**config.mk**
```make
export PLATFORM = sky130hd
export DESIGN_NAME = puf_response_controller_flat
export DESIGN_NICKNAME = d
export VERILOG_FILES = /design/src/rtl/puf_pkg.sv /design/src/rtl/puf_response_controller_if.sv /design/src/rtl/puf_watchdog.sv /design/src/rtl/puf_response_controller.sv /design/src/flat_wrapper.sv
export SDC_FILE = /design/constraint.sdc
export NUM_CORES = 1
export LEC_CHECK = 0
export BUFFER_PORTS_ARGS = -buffer_cell sky130_fd_sc_hd__buf_2
export CAP_MARGIN = 20
export CELL_PAD_IN_SITES_DETAIL_PLACEMENT = 1
export CELL_PAD_IN_SITES_GLOBAL_PLACEMENT = 1
export CORE_ASPECT_RATIO = 0.7
export CORE_UTILIZATION = 30
export DETAILED_ROUTE_END_ITERATION = 8
export PLACE_DENSITY = 0.69
export REMOVE_ABC_BUFFERS = 1
export SLEW_MARGIN = 15
export SYNTH_ARGS = -nofsm -noshare
export SYNTH_HDL_FRONTEND = slang
export SYNTH_SLANG_ARGS = --single-unit
```
**constraint.sdc**
```tcl
create_clock -name clk -period 8 [get_ports clk]
set_input_delay 0.4 -clock clk [delete_from_list [all_inputs] [get_ports clk]]
set_output_delay 0.4 -clock clk [all_outputs]
set_load 0.005 [all_outputs]
```
**src/rtl/puf_pkg.sv**
```systemverilog
// Shared types and constants for the PUF response sequencer.
// Holds the FSM state encoding, default sizes, and the bit-decision rule.
package puf_pkg;

  localparam int unsigned CHAL_W_DEF        = 8;
  localparam int unsigned RESP_BITS_DEF     = 16;
  localparam int unsigned CNT_W_DEF         = 22;
  localparam int unsigned SETTLE_CYCLES_DEF = 4;
  localparam int unsigned TIMEOUT_W_DEF     = 24;
  localparam int unsigned TIE_CNT_W         = 8;

  typedef enum logic [2:0] {
    IDLE,
    CLEAR,
    SETTLE,
    RUN,
    DECIDE,
    DONE
  } state_e;

  typedef struct packed {
    logic bit_val;
    logic tie;
  } decide_t;

  // A lone finisher wins outright; otherwise the larger count wins, and equal counts are a tie scored as 0.
  function automatic decide_t decide_bit(input logic fin_a,
                                         input logic fin_b,
                                         input logic a_gt_b,
                                         input logic a_eq_b);
    decide_t r;
    r.bit_val = 1'b0;
    r.tie     = 1'b0;
    if (fin_a && !fin_b) begin
      r.bit_val = 1'b1;
    end else if (fin_b && !fin_a) begin
      r.bit_val = 1'b0;
    end else if (a_eq_b) begin
      r.tie = 1'b1;
    end else begin
      r.bit_val = a_gt_b;
    end
    return r;
  endfunction

endpackage

```
**src/rtl/puf_response_controller_if.sv**
```systemverilog
// Bundle between the response sequencer (slave) and its environment:
// host request side plus the two ring-oscillator counters.
interface puf_response_controller_if
  import puf_pkg::*;
#(
  parameter int unsigned CHAL_W    = CHAL_W_DEF,
  parameter int unsigned RESP_BITS = RESP_BITS_DEF,
  parameter int unsigned CNT_W     = CNT_W_DEF
) ();

  logic                 start;
  logic [CHAL_W-1:0]    chal_base;
  logic                 finished_a;
  logic                 finished_b;
  logic [CNT_W-1:0]     count_a;
  logic [CNT_W-1:0]     count_b;
  logic [CHAL_W-1:0]    sel_a;
  logic [CHAL_W-1:0]    sel_b;
  logic                 cnt_clr;
  logic                 cnt_en;
  logic                 busy;
  logic                 resp_valid;
  logic [RESP_BITS-1:0] response;
  logic [TIE_CNT_W-1:0] tie_cnt;
  logic                 timeout;

  modport master (
    output start, chal_base, finished_a, finished_b, count_a, count_b,
    input  sel_a, sel_b, cnt_clr, cnt_en, busy, resp_valid, response, tie_cnt, timeout
  );

  modport slave (
    input  start, chal_base, finished_a, finished_b, count_a, count_b,
    output sel_a, sel_b, cnt_clr, cnt_en, busy, resp_valid, response, tie_cnt, timeout
  );

endinterface

```
**src/rtl/puf_watchdog.sv**
```systemverilog
// Loadable up-counter with clear/enable and an all-ones terminal-count flag.
// Preloading near all-ones lets the same counter time short delays.
module puf_watchdog #(
  parameter int unsigned TIMEOUT_W = 24
) (
  input  logic                 clk,
  input  logic                 reset,
  input  logic                 clr,
  input  logic                 load,
  input  logic [TIMEOUT_W-1:0] load_val,
  input  logic                 en,
  output logic                 tc
);

  logic [TIMEOUT_W-1:0] count_d, count_q;

  always_comb begin
    count_d = count_q;
    if (clr) begin
      count_d = '0;
    end else if (load) begin
      count_d = load_val;
    end else if (en) begin
      count_d = count_q + 1'b1;
    end
  end

  always_ff @(posedge clk or posedge reset) begin
    if (reset) begin
      count_q <= '0;
    end else begin
      count_q <= count_d;
    end
  end

  assign tc = &count_q;

endmodule

```
**src/rtl/puf_response_controller.sv**
```systemverilog
// Sequences RO-pair races: per bit it selects a pair, clears, settles, runs and
// judges the two counters, shifting each verdict into the response word.
module puf_response_controller
  import puf_pkg::*;
#(
  parameter int unsigned CHAL_W        = CHAL_W_DEF,
  parameter int unsigned RESP_BITS     = RESP_BITS_DEF,
  parameter int unsigned CNT_W         = CNT_W_DEF,
  parameter int unsigned SETTLE_CYCLES = SETTLE_CYCLES_DEF,
  parameter int unsigned TIMEOUT_W     = TIMEOUT_W_DEF
) (
  input  logic                       clk,
  input  logic                       reset,
  puf_response_controller_if.slave   bus
);

  localparam int unsigned IDX_W = (RESP_BITS > 1) ? $clog2(RESP_BITS) : 1;
  localparam logic [IDX_W-1:0] IDX_LAST = IDX_W'(RESP_BITS - 1);
  // SETTLE reuses the watchdog: preload so all-ones arrives after SETTLE_CYCLES cycles.
  localparam logic [TIMEOUT_W-1:0] SETTLE_LOAD =
    {TIMEOUT_W{1'b1}} - TIMEOUT_W'(SETTLE_CYCLES - 1);

  state_e               state_d, state_q;
  logic [CHAL_W-1:0]    base_d, base_q;
  logic [CHAL_W-1:0]    sel_a_d, sel_a_q;
  logic [CHAL_W-1:0]    sel_b_d, sel_b_q;
  logic [IDX_W-1:0]     idx_d, idx_q;
  logic                 cnt_clr_d, cnt_clr_q;
  logic                 cnt_en_d, cnt_en_q;
  logic                 busy_d, busy_q;
  logic                 resp_valid_d, resp_valid_q;
  logic [RESP_BITS-1:0] response_d, response_q;
  logic [TIE_CNT_W-1:0] tie_cnt_d, tie_cnt_q;
  logic                 timeout_d, timeout_q;
  logic                 fin_a_d, fin_a_q;
  logic                 fin_b_d, fin_b_q;
  logic                 wd_clr, wd_load, wd_en, wd_tc;
  decide_t              dec;

  puf_watchdog #(.TIMEOUT_W(TIMEOUT_W)) u_watchdog (
    .clk      (clk),
    .reset    (reset),
    .clr      (wd_clr),
    .load     (wd_load),
    .load_val (SETTLE_LOAD),
    .en       (wd_en),
    .tc       (wd_tc)
  );

  always_comb begin
    dec          = decide_bit(fin_a_q, fin_b_q,
                              bus.count_a > bus.count_b,
                              bus.count_a == bus.count_b);
    state_d      = state_q;
    base_d       = base_q;
    sel_a_d      = sel_a_q;
    sel_b_d      = sel_b_q;
    idx_d        = idx_q;
    response_d   = response_q;
    tie_cnt_d    = tie_cnt_q;
    timeout_d    = timeout_q;
    fin_a_d      = fin_a_q;
    fin_b_d      = fin_b_q;
    wd_clr       = 1'b0;
    wd_load      = 1'b0;
    wd_en        = 1'b0;

    case (state_q)
      IDLE: begin
        if (bus.start) begin
          base_d     = bus.chal_base;
          idx_d      = '0;
          response_d = '0;
          timeout_d  = 1'b0;
          state_d    = CLEAR;
        end
      end
      CLEAR: begin
        wd_load = 1'b1;
        state_d = SETTLE;
      end
      SETTLE: begin
        if (wd_tc) begin
          wd_clr  = 1'b1;
          state_d = RUN;
        end else begin
          wd_en = 1'b1;
        end
      end
      RUN: begin
        wd_en = 1'b1;
        if (bus.finished_a || bus.finished_b) begin
          fin_a_d = bus.finished_a;
          fin_b_d = bus.finished_b;
          state_d = DECIDE;
        end else if (wd_tc) begin
          fin_a_d   = 1'b0;
          fin_b_d   = 1'b0;
          timeout_d = 1'b1;
          state_d   = DECIDE;
        end
      end
      DECIDE: begin
        response_d = {response_q[RESP_BITS-2:0], dec.bit_val};
        if (dec.tie && (tie_cnt_q != {TIE_CNT_W{1'b1}})) begin
          tie_cnt_d = tie_cnt_q + 1'b1;
        end
        if (idx_q == IDX_LAST) begin
          state_d = DONE;
        end else begin
          idx_d   = idx_q + 1'b1;
          state_d = CLEAR;
        end
      end
      DONE: begin
        state_d = IDLE;
      end
      default: begin
        state_d = IDLE;
      end
    endcase

    // Selects are computed on entry to CLEAR so they are stable for the whole clear/settle window.
    if (state_d == CLEAR) begin
      sel_a_d = base_d + CHAL_W'({idx_d, 1'b0});
      sel_b_d = sel_a_d + 1'b1;
    end

    cnt_clr_d    = (state_d == IDLE) || (state_d == CLEAR) || (state_d == DONE);
    cnt_en_d     = (state_d == RUN);
    busy_d       = (state_d != IDLE);
    resp_valid_d = (state_d == DONE);
  end

  always_ff @(posedge clk or posedge reset) begin
    if (reset) begin
      state_q      <= IDLE;
      base_q       <= '0;
      sel_a_q      <= '0;
      sel_b_q      <= '0;
      idx_q        <= '0;
      cnt_clr_q    <= 1'b1;
      cnt_en_q     <= 1'b0;
      busy_q       <= 1'b0;
      resp_valid_q <= 1'b0;
      response_q   <= '0;
      tie_cnt_q    <= '0;
      timeout_q    <= 1'b0;
      fin_a_q      <= 1'b0;
      fin_b_q      <= 1'b0;
    end else begin
      state_q      <= state_d;
      base_q       <= base_d;
      sel_a_q      <= sel_a_d;
      sel_b_q      <= sel_b_d;
      idx_q        <= idx_d;
      cnt_clr_q    <= cnt_clr_d;
      cnt_en_q     <= cnt_en_d;
      busy_q       <= busy_d;
      resp_valid_q <= resp_valid_d;
      response_q   <= response_d;
      tie_cnt_q    <= tie_cnt_d;
      timeout_q    <= timeout_d;
      fin_a_q      <= fin_a_d;
      fin_b_q      <= fin_b_d;
    end
  end

  assign bus.sel_a      = sel_a_q;
  assign bus.sel_b      = sel_b_q;
  assign bus.cnt_clr    = cnt_clr_q;
  assign bus.cnt_en     = cnt_en_q;
  assign bus.busy       = busy_q;
  assign bus.resp_valid = resp_valid_q;
  assign bus.response   = response_q;
  assign bus.tie_cnt    = tie_cnt_q;
  assign bus.timeout    = timeout_q;

endmodule

```
**src/flat_wrapper.sv**
```systemverilog
// flat-port wrapper written by rule: the top's interface ports become plain ports
module puf_response_controller_flat import puf_pkg::*;
#(
  parameter int unsigned CHAL_W        = CHAL_W_DEF,
  parameter int unsigned RESP_BITS     = RESP_BITS_DEF,
  parameter int unsigned CNT_W         = CNT_W_DEF,
  parameter int unsigned SETTLE_CYCLES = SETTLE_CYCLES_DEF,
  parameter int unsigned TIMEOUT_W     = TIMEOUT_W_DEF
)
  (clk, reset, bus_start, bus_chal_base, bus_finished_a, bus_finished_b, bus_count_a, bus_count_b, bus_sel_a, bus_sel_b, bus_cnt_clr, bus_cnt_en, bus_busy, bus_resp_valid, bus_response, bus_tie_cnt, bus_timeout);
  puf_response_controller_if #(.CHAL_W(CHAL_W), .RESP_BITS(RESP_BITS), .CNT_W(CNT_W)) bus_i ();
  input  logic clk;
  input  logic reset;
  input wire logic [$bits(bus_i.start)-1:0] bus_start;
  input wire logic [$bits(bus_i.chal_base)-1:0] bus_chal_base;
  input wire logic [$bits(bus_i.finished_a)-1:0] bus_finished_a;
  input wire logic [$bits(bus_i.finished_b)-1:0] bus_finished_b;
  input wire logic [$bits(bus_i.count_a)-1:0] bus_count_a;
  input wire logic [$bits(bus_i.count_b)-1:0] bus_count_b;
  output wire logic [$bits(bus_i.sel_a)-1:0] bus_sel_a;
  output wire logic [$bits(bus_i.sel_b)-1:0] bus_sel_b;
  output wire logic [$bits(bus_i.cnt_clr)-1:0] bus_cnt_clr;
  output wire logic [$bits(bus_i.cnt_en)-1:0] bus_cnt_en;
  output wire logic [$bits(bus_i.busy)-1:0] bus_busy;
  output wire logic [$bits(bus_i.resp_valid)-1:0] bus_resp_valid;
  output wire logic [$bits(bus_i.response)-1:0] bus_response;
  output wire logic [$bits(bus_i.tie_cnt)-1:0] bus_tie_cnt;
  output wire logic [$bits(bus_i.timeout)-1:0] bus_timeout;
  assign bus_i.start = bus_start;
  assign bus_i.chal_base = bus_chal_base;
  assign bus_i.finished_a = bus_finished_a;
  assign bus_i.finished_b = bus_finished_b;
  assign bus_i.count_a = bus_count_a;
  assign bus_i.count_b = bus_count_b;
  assign bus_sel_a = bus_i.sel_a;
  assign bus_sel_b = bus_i.sel_b;
  assign bus_cnt_clr = bus_i.cnt_clr;
  assign bus_cnt_en = bus_i.cnt_en;
  assign bus_busy = bus_i.busy;
  assign bus_resp_valid = bus_i.resp_valid;
  assign bus_response = bus_i.response;
  assign bus_tie_cnt = bus_i.tie_cnt;
  assign bus_timeout = bus_i.timeout;
  puf_response_controller #(.CHAL_W(CHAL_W), .RESP_BITS(RESP_BITS), .CNT_W(CNT_W), .SETTLE_CYCLES(SETTLE_CYCLES), .TIMEOUT_W(TIMEOUT_W)) u_core (.clk(clk), .reset(reset), .bus(bus_i));
endmodule
```
; ---- Word-level counts from Yosys, hierarchy flattened
; Cells that the tools add are included.
[word_totals]
regBits = 86
inputBits = 57
out_inout_bits = 45
[classes]
add_sub_neg = 5
magnitude_cmp = 1
n_eq_ne = 13
n_mux = 34
reduce_logical = 20
[op_table]
columns = op, n
row1 = 2-to-1 mux 24 bit, 3
row2 = case mux 16 bit (2 select lines), 1
row3 = adder 24 x 1 -> 24 bit (second input constant), 1
row4 = AND reduction 24 bit, 1
row5 = == test 22 bit, 1
row6 = greater-than comparator 22 bit, 1
row7 = adder 8 x 1 -> 8 bit (second input constant), 2
row8 = 2-to-1 mux 1 bit, 16
row9 = 2-to-1 mux 16 bit, 1
row10 = 2-to-1 mux 8 bit, 2
row11 = 2-to-1 mux 3 bit, 5
row12 = case mux 3 bit (5 select lines), 1
row13 = == test 3 x 2 -> 1 bit (second input constant), 3
row14 = adder 8 x 5 -> 8 bit, 1
row15 = 2-to-1 mux 4 bit, 2
row16 = inequality test 8 bit (second input constant), 1
row17 = case mux 4 bit (2 select lines), 1
row18 = == test 3 x 1 -> 1 bit (second input constant), 2
row19 = == test 3 bit (second input constant), 2
row20 = logical NOT 3 bit, 2
row21 = inequality test 2 bit (second input constant), 3
row22 = AND reduction 2 bit, 3
row23 = nonzero test 2 bit, 3
row24 = nonzero test 3 bit, 2
row25 = other kinds (7), 13

; ---- Longest topological paths before layout
; Gate-level depths: netlist of run 1.
[depth]
depth_word = 7
depth_mapped = 17
mapped_depth_nobuf = 15

; ---- Cells and area by module
; From an unflattened synthesis of run 1, not the netlist that was laid out.
[unflattened]
cells_unflattened = 526
hier_area_um2 = 5177.5
[modules_own_cells]
columns = mod, n_inst, cells_each, area_each_um2, seq_area_each_um2
row1 = puf_response_controller, 1, 344, 3489.6, 1552.7
row2 = puf_watchdog, 1, 182, 1687.9, 600.6

; ---- Least setup slack after synthesis of run 1
; No wires, ideal clock.
[synth_path]
path_type = register -> register
startpoint = register u_core.state_q[0]
endpoint = register u_core.sel_b_q[7], in the netlist u_core.bus.sel_b[7]
setup_time_ns = 0.076
arrival_ns = 3.407
path_slack_ns = 4.516
stages_incl_launch_ff = 17
period_less_slack_ns = 3.484
path_cell_list = dfrtp_1 > nor2_1 > nand2_1 > nor2_1 > or2_2 > clkbuf_1 > clkbuf_1 > nand2_1 > o21ai_0 > ha_1 > inv_1 > fa_1 > nand4bb_1 > a2111oi_4 > o2111ai_1 > xor2_1 > o21ai_1
[synth_via]
elab_chain_cells = 4
elab_cells_between_ends = 15
[synth_lines]
columns = element, line_no
row1 = start: declaration, puf_response_controller.sv:23  ; state_e state_d, state_q;
row2 = start signal: assignment, puf_response_controller.sv:152  ; state_q <= state_d;
row3 = == test 3 bit or logical NOT 3 bit (tied branches), puf_response_controller.sv:68  ; case (state_q)
row4 = case mux 4 bit (2 select lines) *, puf_response_controller.sv:68
row5 = named net u_core.idx_d[0], puf_response_controller.sv:27  ; logic [IDX_W-1:0] idx_d, idx_q;
row6 = adder 8 x 5 -> 8 bit *, puf_response_controller.sv:125  ; sel_a_d = base_d + CHAL_W'({idx_d, 1'b0});
row7 = adder 8 x 1 -> 8 bit *, puf_response_controller.sv:126  ; sel_b_d = sel_a_d + 1'b1;
row8 = end signal: assignment, puf_response_controller.sv:155  ; sel_b_q <= sel_b_d;
row9 = end: declaration, puf_response_controller.sv:26  ; logic [CHAL_W-1:0] sel_b_d, sel_b_q;
; The timed path passes the listed nets; every way through them passes the cells marked *.
; A chain may end at the register's enable or synchronous reset.

; ---- Worst setup path after layout of run 1
[layout_path]
startpoint = register u_core.state_q[1]
endpoint = register u_core.sel_b_q[7], in the netlist u_core.bus.sel_b[7]
; The elaborated chain is that of the path after synthesis.

==> flow_summary.json, run 1 <==
{
  "synth_warnings": 0,
  "path_max_fanout": 24,
  "cts_tree": "done",
  "min_path_type": "in2reg",
  "ir_drop_mv": 0.09505,
  "cp.arrival_ps": 4240,
  "grt_antenna_before_repair": 0,
  "insertion_delay_ps": 350,
  "seq_area_sq_um": 2153,
  "cts_num_sinks": 86,
  "overflow": 0,
  "cts_root_buffer": "clkbuf_16",
  "whs_ps": 308.6,
  "final_core_util_pct": 37.47,
  "viasPerCell": 5.077,
  "vias": 4143,
  "yosysSeqAreaShare_pct": 44.56,
  "worstHoldPathCells": 2,
  "post_dp_cell_area_sq_um": 5523,
  "fp.dieArea_sq_um": 16630,
  "io_pins": 102,
  "dr.pass1.iters": 4,
  "drtAntennaViolNets": 0,
  "run_status": "finished, final reports clean",
  "cts.htree.levels": 3,
  "antenna_cells": 0,
  "die_w_microns": 153.7,
  "tightest_slew_ps": 719.9,
  "nFillCells": 1835,
  "crit_buf_inv": 2,
  "min_period_over_period_pct": 50.22,
  "fin_tns_setup_ps": 0,
  "max_stage_delay_ps": 530,
  "drive_gt1_share_pct": 24.19,
  "hold_violations": 0,
  "multi_input_area_sq_um": 2432,
  "grt_pass1_wl_mm": 22.32,
  "synth_cell_type_count": 60,
  "cpMostUsedCell": "o21ai_1",
  "numCtsBuffers": 9,
  "finish.instance_area_sq_um": 5843,
  "synthArstFlopShare_pct": 100.0,
  "drtIter0Drc": 162,
  "coreArea_sq_um": 15600,
  "fin_crit_ps": 4017,
  "drv_slew": 0,
  "rr_worst_depth": 14,
  "grt_pass1_vias": 4416,
  "worstSetupEndpointType": "register",
  "cts_setup_buffers": 0,
  "p_leak_nw": 2.917,
  "fin_nets": 699,
  "max_freq_mhz": 248.9,
  "synth_ff_type": "dfrtp_1",
  "crit_cells": 14,
  "drv_cap": 0,
  "wl_mm": 12.97,
  "die_h_microns": 108.2,
  "yosys.area.top_type": "dfrtp_1",
  "clk_path_buf_depth": 2,
  "grt_start_max_net_pins": 82,
  "setup_viol": 0,
  "area_delta_synth_final_pct": 20.92,
  "avgSynthCellArea_sq_um": 9.438,
  "slew_headroom_pct": 51.83,
  "cp-start-kind": "register",
  "p_per_area_nw_per_um2": 157.4,
  "gp_congestion": 0.7781,
  "final.setup_skew_ps": 5.651,
  "crit_chain": "nor2_1 > o21ai_1 > buf_4 > or2_2 > nand2_1 > o21ai_0 > ha_1 > inv_1 > fa_1 > nand4bb_1 > a2111oi_4 > o2111ai_1 > xor2_1 > o21ai_1",
  "yosys_register_bits": 86,
  "criticalPathCategory": "reg2reg",
  "postSynthCellCount": 512,
  "instances_no_fill": 816,
  "start_util_pct": 30.99,
  "crit_required_ps": 8230,
  "netlist_top_cells_area": "dfrtp_1, ha_1, a21oi_1",
  "fp-row-count": 38,
  "synth-edff-count": 0,
  "place_inst": 798,
  "synth_area_sq_um": 4832,
  "place_hpwl_mm": 9.643,
  "grt_use_total_pct": 16.83,
  "cpMaxStageDelayCell": "dfrtp_1",
  "critPathTopFamily": "simple AND/OR/NAND/NOR gates",
  "wl_per_cell_microns": 15.90,
  "rsz0062_at_grt": "no",
  "port_buffers": 101,
  "path_clk_slew_ps": 70,
  "cts.repair.resized": 0,
  "drc": 0,
  "synth_top_cell_area_share_pct": 44.02
}
## kinds of logic (layout without fill, tap and decap cells)
group,Yosys count,count (layout),synth area share (%)
flip-flops,86,86,44.56
adder cells (fa/ha/maj),31,31,8.182
AO/OA/AOI/OAI,137,137,17.92
XOR/XNOR,17,17,3.081
AND/OR/NAND/NOR,169,169,18.05
buffers and inverters,58,162,5.101
multiplexers,14,14,3.107
## metal layers
layer / up-vias / global-route usage, % / share of wire (%)
li1: 2012 / - / -
met1: 2042 / 22.40 / 48
met2: 74 / 27.86 / 47
met3: 15 / 3.287 / 2.9
met4: 0 / 4.929 / 1.3
met5: - / 0 / 0
## path summary, 6_finish.rpt
kind / slack [ps] / endpoint / start
worst max-delay path: 3980 / u_core.bus.sel_b[7]$_DFFE_PP0N_ / u_core.state_q[1]$_DFF_PP0_
worst min-delay path: 310 / u_core.fin_a_q$_DFFE_PP0P_ / bus_finished_a
worst max register to register: 3980 / u_core.bus.sel_b[7]$_DFFE_PP0N_ / u_core.state_q[1]$_DFF_PP0_
worst min register to register: 470 / u_core.bus.sel_b[1]$_DFFE_PP0N_ / u_core.bus.sel_b[1]$_DFFE_PP0N_
max in group asynchronous: 6560 / u_core.bus.response[5]$_DFFE_PP0P_ / reset
min in group asynchronous: 470 / u_core.u_watchdog.count_q[15]$_DFFE_PP0P_ / reset
## report_power, final
group	switching, mW	internal, mW
combinational	0.0410	0.0325
sequential	0.00103	0.437
clock	0.185	0.223
## state kept, by name (all words and copies together), names as in the netlist, 3 cells and up
| register | flops |
|---|---|
| u_core.bus.tie_cnt | 8 |
| u_core.base_q | 8 |
| u_core.state_q | 3 |
| u_core.bus.sel_b | 8 |
| u_core.u_watchdog.count_q | 24 |
| u_core.bus.response | 16 |
| u_core.idx_q | 4 |
| u_core.bus.sel_a | 8 |
## repair_timing
| item | in CTS | in global routing |
|---|---|---|
| endpoints found under the hold margin | 5 | 0 |
| setup endpoints to repair | 0 | 0 |
| hold buffers | 1 | 0 |
## cells in the final DEF, fill, tap and decap left out, types with 4 or more instances in the layout
| cell type | n |
|---|---|
| a21o_1 | 4 |
| a21oi_1 | 47 |
| a22o_1 | 17 |
| and3_1 | 9 |
| buf_2 | 101 |
| buf_4 | 5 |
| clkbuf_16 | 9 |
| dfrtp_1 | 85 |
| ha_1 | 30 |
| inv_1 | 37 |
| mux2_2 | 8 |
| mux2i_1 | 6 |
| nand2_1 | 58 |
| nand2b_1 | 4 |
| nand3_1 | 17 |
| nand3b_1 | 4 |
| nand4_1 | 11 |
| nor2_1 | 36 |
| nor2b_1 | 5 |
| nor3_1 | 4 |
| o21a_1 | 5 |
| o21ai_0 | 35 |
| o21ai_1 | 7 |
| xnor2_1 | 12 |
| xor2_1 | 5 |
## stage by stage
| stage | total power [mW] | setup slack (ps) |
|---|---|---|
| 3_3_place_gp | 0.5162 | 4168 |
| 5_1_grt | 0.9611 | 3683 |
| 4_1_cts | 0.9350 | 3992 |
| 2_1_floorplan | 0.4904 | 3866 |
| 3_5_place_dp | 0.5194 | 3982 |
| 6_report | 0.9198 | 3983 |
## cell usage after synthesis (3+ instances only)
cell	number
o21a_1	5
o21ai_0	36
o21ai_1	6
xnor2_1	12
or2_2	3
clkbuf_1	13
xor2_1	5
inv_1	38
nand4_1	11
buf_6	3
nand3b_1	4
a22o_1	17
a21oi_1	47
o211ai_1	3
nor2_1	36
nor2b_1	5
nand2b_1	4
ha_1	30
mux2i_1	6
mux2_2	8
and3_1	9
a21o_1	4
or3_1	3
nand2_1	58
nand3_1	17
nor3_1	4
dfrtp_1	85
## final cells by class
class | instances | share of cell area (%)
sequential | 86 | 36.85
tap | 200 | 4.283
timing repair buffer | 108 | 9.807
inverter | 38 | 2.463
clock buffer | 10 | 4.090
clock inverter | 6 | 0.8779
multi-input combinational | 368 | 41.63
Note: power is estimated with default switching activity, not from simulation.
==> run 2: changes to the inputs <==
- ABC_AREA: default -> 1
- PLACE_DENSITY: 0.69 -> 0.73
- clock period: 8 -> 3.4 ns (I/O delays scaled with it)
==> flow_summary.json, run 2 <==
{
  "io_pins": 102,
  "whs_ps": -29.60,
  "synth_commonest_cells": "nand2_1, inv_1, dfrtp_1",
  "place_hpwl_mm": 10.91,
  "path_max_fanout": 18,
  "top_register": "u_core.u_watchdog.count_q",
  "hold_violations": 43,
  "tightest_slew_ps": 864.5,
  "cp-start-kind": "register",
  "grt_antenna_before_repair": 0,
  "min_period_over_period_pct": 90.41,
  "final.setup_skew_ps": 8.317,
  "rsz0062_at_grt": "no",
  "final_cell_mix": "nand2_1, inv_1, buf_2, dfrtp_1, o21ai_0",
  "drv_slew": 0,
  "start_util_pct": 30.89,
  "final_core_util_pct": 37.65,
  "viasPerCell": 4.594,
  "cts.htree.levels": 3,
  "yosys_register_bits": 86,
  "drive_gt1_share_pct": 19.20,
  "place_inst": 984,
  "crit_required_ps": 3640,
  "insertion_delay_ps": 350,
  "grt_use_total_pct": 17.22,
  "pre_cts_slack_ps": 110.4,
  "p_leak_nw": 3.332,
  "fp-row-count": 39,
  "wl_per_cell_microns": 14.00,
  "grt_start_max_net_pins": 48,
  "cpMostUsedCell": "nor2_1",
  "synth-edff-count": 0,
  "run_status": "finished, violations left",
  "coreArea_sq_um": 16400,
  "grt_pass1_wl_mm": 23.83,
  "vias": 4599,
  "fin_crit_ps": 3074,
  "worstSetupEndpointType": "register",
  "drv_cap": 0,
  "synth_cell_type_count": 36,
  "hold_buffers": 0,
  "port_buffers": 101,
  "cts_num_sinks": 86,
  "synth_top_cell_area_share_pct": 42.00,
  "max_stage_delay_ps": 560,
  "die_h_microns": 110.7,
  "p_per_area_nw_per_um2": 766.4,
  "antenna_cells": 0,
  "critPathTopFamily": "simple AND/OR/NAND/NOR gates",
  "numCtsBuffers": 9,
  "synth_warnings": 0,
  "netlist_top_cells_area": "dfrtp_1, nand2_1, inv_1",
  "largest_reg_flops": 24,
  "instances_no_fill": 1001,
  "drtIter0Drc": 216,
  "synth_ff_type": "dfrtp_1",
  "gp_congestion": 0.7971,
  "yosys.cell_count.top_type": "nand2_1",
  "grt_pass1_vias": 4779,
  "clk_path_buf_depth": 2,
  "drtAntennaViolNets": 0,
  "overflow": 0,
  "fin_tns_setup_ps": 0,
  "slew_headroom_pct": 42.30,
  "criticalPathCategory": "reg2reg",
  "synth_area_sq_um": 5065,
  "crit_buf_inv": 3,
  "wl_mm": 14.02,
  "cts_root_buffer": "clkbuf_16",
  "setup_viol": 0,
  "cts_tree": "done",
  "ir_drop_mv": 0.3104,
  "drc": 0,
  "postSynthCellCount": 663,
  "area_delta_synth_final_pct": 21.86,
  "max_freq_mhz": 325.3,
  "yosysSeqAreaShare_pct": 42.51,
  "synthArstFlopShare_pct": 100.0,
  "failed_checks": "hold timing",
  "crit_chain": "inv_1 > nand2_1 > nor2_4 > inv_2 > nor2_2 > nor2_1 > buf_4 > o21a_1 > fa_1 > nor2_1 > nand3_1 > nor2_1 > nand2_1 > nor2_1 > nand3_1 > nand3_1 > nand2_1",
  "final_common_cell": "nand2_1",
  "cp.arrival_ps": 3310,
  "fin_nets": 859,
  "min_path_type": "in2async",
  "dr.pass1.iters": 4,
  "cpMaxStageDelayCell": "fa_1",
  "fp.dieArea_sq_um": 17410,
  "yosys.area.top_type": "dfrtp_1",
  "avgSynthCellArea_sq_um": 7.639,
  "final.setup.worst_slack_ps": 326.1,
  "die_w_microns": 157.3,
  "path_clk_slew_ps": 70
}
## run 2: per-stage QoR
stage	power, mW	area [sq um]
after global placement	3.659	5852
after CTS	4.751	6151
after detailed placement	3.719	5852
after global routing	5.177	6172
final	4.731	6172
after floorplan	2.990	5014
## run 2: per-layer routing
layer	GRT usage (%)	wire [microns]	vias to the layer above
li1	-	-	2342
met1	25.83	7502	2179
met2	25.28	5918	66
met3	3.440	494	12
met4	3.689	104	0
met5	0	0	-
## run 2: path summary, 6_finish.rpt
path | start | end | slack [ps] | cells after the start
setup / recovery | u_core.state_q[0]$_DFF_PP0_ | u_core.bus.sel_b[7]$_DFFE_PP0N_ | 330 | 17
hold / removal | reset | u_core.bus.tie_cnt[3]$_DFFE_PP0P_ | -30 | 2
setup reg to reg | u_core.state_q[0]$_DFF_PP0_ | u_core.bus.sel_b[7]$_DFFE_PP0N_ | 330 | 17
hold reg to reg | u_core.bus.sel_a[6]$_DFFE_PP0N_ | u_core.bus.sel_a[6]$_DFFE_PP0N_ | 480 | 2
max in group asynchronous | reset | u_core.bus.cnt_clr$_DFF_PP1_ | 2660 | 3
min in group clk | bus_finished_b | u_core.fin_b_q$_DFFE_PP0P_ | 70 | 3
## run 2: where the power goes
group / switching [mW] / internal, mW
combinational: 1.38 / 0.712
sequential: 0.274 / 1.37
clock: 0.426 / 0.573
## run 2: area by class of cell
cell class	count	area, sq um
fillers	2082	10220
multi-input cells	448	2427
flip-flops and latches	86	2153
repair buffers	107	563.0
inverters	119	447.9
well taps	225	281.5
clock buffers	10	229.0
clock inverters	6	70.07
## run 2: logic make-up (layout without fill, tap and decap cells)
logic type / after synthesis / count (layout) / share of synthesized area [%]
fa+ha+maj: 31 / 31 / 7.806
compound gates: 107 / 107 / 11.41
xor+xnor: 11 / 11 / 1.902
flops: 86 / 86 / 42.51
simple gates: 299 / 299 / 26.53
buf+inv: 129 / 242 / 9.832
## run 2: repair_timing
action,in CTS,in global routing
setup buffers,0,1
endpoints found under the hold margin,0,0
resized for setup,0,4
endpoints found under the setup margin,0,5
==> run 3: changes to the inputs <==
- CORE_MARGIN: default -> 10
==> flow_summary.json, run 3 (synthesis results as in run 2) <==
{
  "run_status": "finished, violations left",
  "failed_checks": "hold timing",
  "setup_viol": 0,
  "wl_per_cell_microns": 14.68,
  "start_util_pct": 30.80,
  "viasPerCell": 4.605,
  "antenna_cells": 0,
  "crit_buf_inv": 3,
  "crit_cells": 17,
  "fp-row-count": 39,
  "numCtsBuffers": 9,
  "max_freq_mhz": 331.9,
  "fin_total_pwr_mw": 4.643,
  "instances_no_fill": 1002,
  "drc": 0,
  "grt_antenna_before_repair": 0,
  "final_core_util_pct": 37.31,
  "cpMostUsedCell": "nor2_1",
  "final_cell_mix": "nand2_1, inv_1, buf_2, dfrtp_1",
  "top_register": "u_core.u_watchdog.count_q",
  "place_hpwl_mm": 11.56,
  "met2_usage_pct": 20.48,
  "max_stage_delay_ps": 490,
  "min_path_type": "in2async",
  "die_w_microns": 175.3,
  "ir_drop_mv": 0.3164,
  "fin_nets": 860,
  "path_clk_slew_ps": 70,
  "fin_crit_ps": 3013,
  "seq_area_sq_um": 2153,
  "insertion_delay_ps": 350,
  "gp_congestion": 0.8164,
  "area_delta_synth_final_pct": 21.15,
  "cp.arrival_ps": 3240,
  "cp-start-kind": "register",
  "cts_root_buffer": "clkbuf_16",
  "drtAntennaViolNets": 0,
  "dr.pass1.iters": 4,
  "drtIter0Drc": 222,
  "use_met1_pct": 18.73,
  "tightest_slew_ps": 886.4,
  "r2r_end": "u_core.bus.sel_b[7]$_DFFE_PP0N_",
  "grt_use_total_pct": 13.49,
  "fin_tns_setup_ps": 0,
  "critPathTopFamily": "simple AND/OR/NAND/NOR gates",
  "grt_pass1_vias": 4957,
  "met3_usage_pct": 3.799,
  "rr_worst_depth": 17,
  "fp.dieArea_sq_um": 22560,
  "cpMaxStageDelayCell": "fa_1",
  "cts_tree": "done",
  "largest_reg_flops": 24,
  "wl_mm": 14.71,
  "cts_num_sinks": 86,
  "worstSetupEndpointType": "register",
  "die_h_microns": 128.7,
  "crit_required_ps": 3630,
  "top_usage_layer": "met2",
  "pre_cts_slack_ps": 285.7,
  "hold_violations": 34,
  "cts.htree.levels": 3,
  "nFillCells": 2095,
  "path_max_fanout": 10,
  "drv_slew": 0,
  "final_common_cell": "nand2_1",
  "cts.repair.resized": 0,
  "overflow": 0,
  "final.setup_skew_ps": 9.654,
  "regToRegSetupSlack_ps": 390,
  "crit_chain": "ha_1 > nand2_1 > nor2_1 > inv_1 > nor2_1 > nor2_1 > buf_4 > o21a_1 > fa_1 > xnor2_2 > inv_1 > nor2_1 > nand2_1 > nor2_1 > nand3_1 > nand3_1 > nand2_1",
  "port_buffers": 101,
  "grt_start_max_net_pins": 49,
  "criticalPathCategory": "reg2reg",
  "multi_input_area_sq_um": 2421,
  "min_period_over_period_pct": 88.63,
  "slew_headroom_pct": 40.84,
  "p_leak_nw": 3.320,
  "vias": 4614,
  "p_per_area_nw_per_um2": 756.7,
  "clk_path_buf_depth": 2,
  "coreArea_sq_um": 16440,
  "rsz0062_at_grt": "no",
  "drive_gt1_share_pct": 19.05,
  "grt_pass1_wl_mm": 25.16,
  "cts_setup_buffers": 0,
  "reg2reg_from": "u_core.idx_q[0]$_DFF_PP0_",
  "drv_cap": 0,
  "io_pins": 102,
  "whs_ps": -20.89,
  "hold_buffers": 0,
  "finish.instance_area_sq_um": 6136,
  "final.setup.worst_slack_ps": 386.7,
  "place_inst": 986,
  "post_dp_cell_area_sq_um": 5854
}
-- run 3: cell types whose count changed in the layout (fill, tap and decap cells not counted), sizes merged --
cell,previous run,this run
buf,107,108
inv,119,120
bufinv,1,0
-- run 3: routing by layer --
layer  up-vias  part of all wire (%)  wire [microns]
met5         -                     0               0
met3         7                   5.2             769
li1       2349                     -               -
met2        80                    43            6324
met1      2178                    51            7525
met4         0                  0.62              91
-- run 3: cell type report --
cell class	instances	area share, %
Clock buffer	10	3.732
Clock inverter	6	0.7341
Inverter	119	7.300
Multi-Input combinational cell	448	39.46
Sequential cell	86	35.09
Tap cell	225	4.588
Timing Repair Buffer	108	9.095
-- run 3: worst max path at each step --
stage          slack (ps)                        start                              end
2_1_floorplan         370  u_core.state_q[1]$_DFF_PP0_  u_core.bus.sel_b[7]$_DFFE_PP0N_
3_3_place_gp          430  u_core.state_q[0]$_DFF_PP0_  u_core.bus.sel_b[7]$_DFFE_PP0N_
3_5_place_dp          290  u_core.state_q[0]$_DFF_PP0_  u_core.bus.sel_b[7]$_DFFE_PP0N_
4_1_cts               270    u_core.idx_q[0]$_DFF_PP0_  u_core.bus.sel_b[7]$_DFFE_PP0N_
5_1_grt                30  u_core.state_q[0]$_DFF_PP0_  u_core.bus.sel_b[7]$_DFFE_PP0N_
6_report              390    u_core.idx_q[0]$_DFF_PP0_  u_core.bus.sel_b[7]$_DFFE_PP0N_
-- run 3: power by group --
part	leakage [nW]	internal, mW	switching [mW]
Combinational	2.12	0.698	1.37
Clock	0.126	0.500	0.435
Sequential	1.08	1.37	0.266
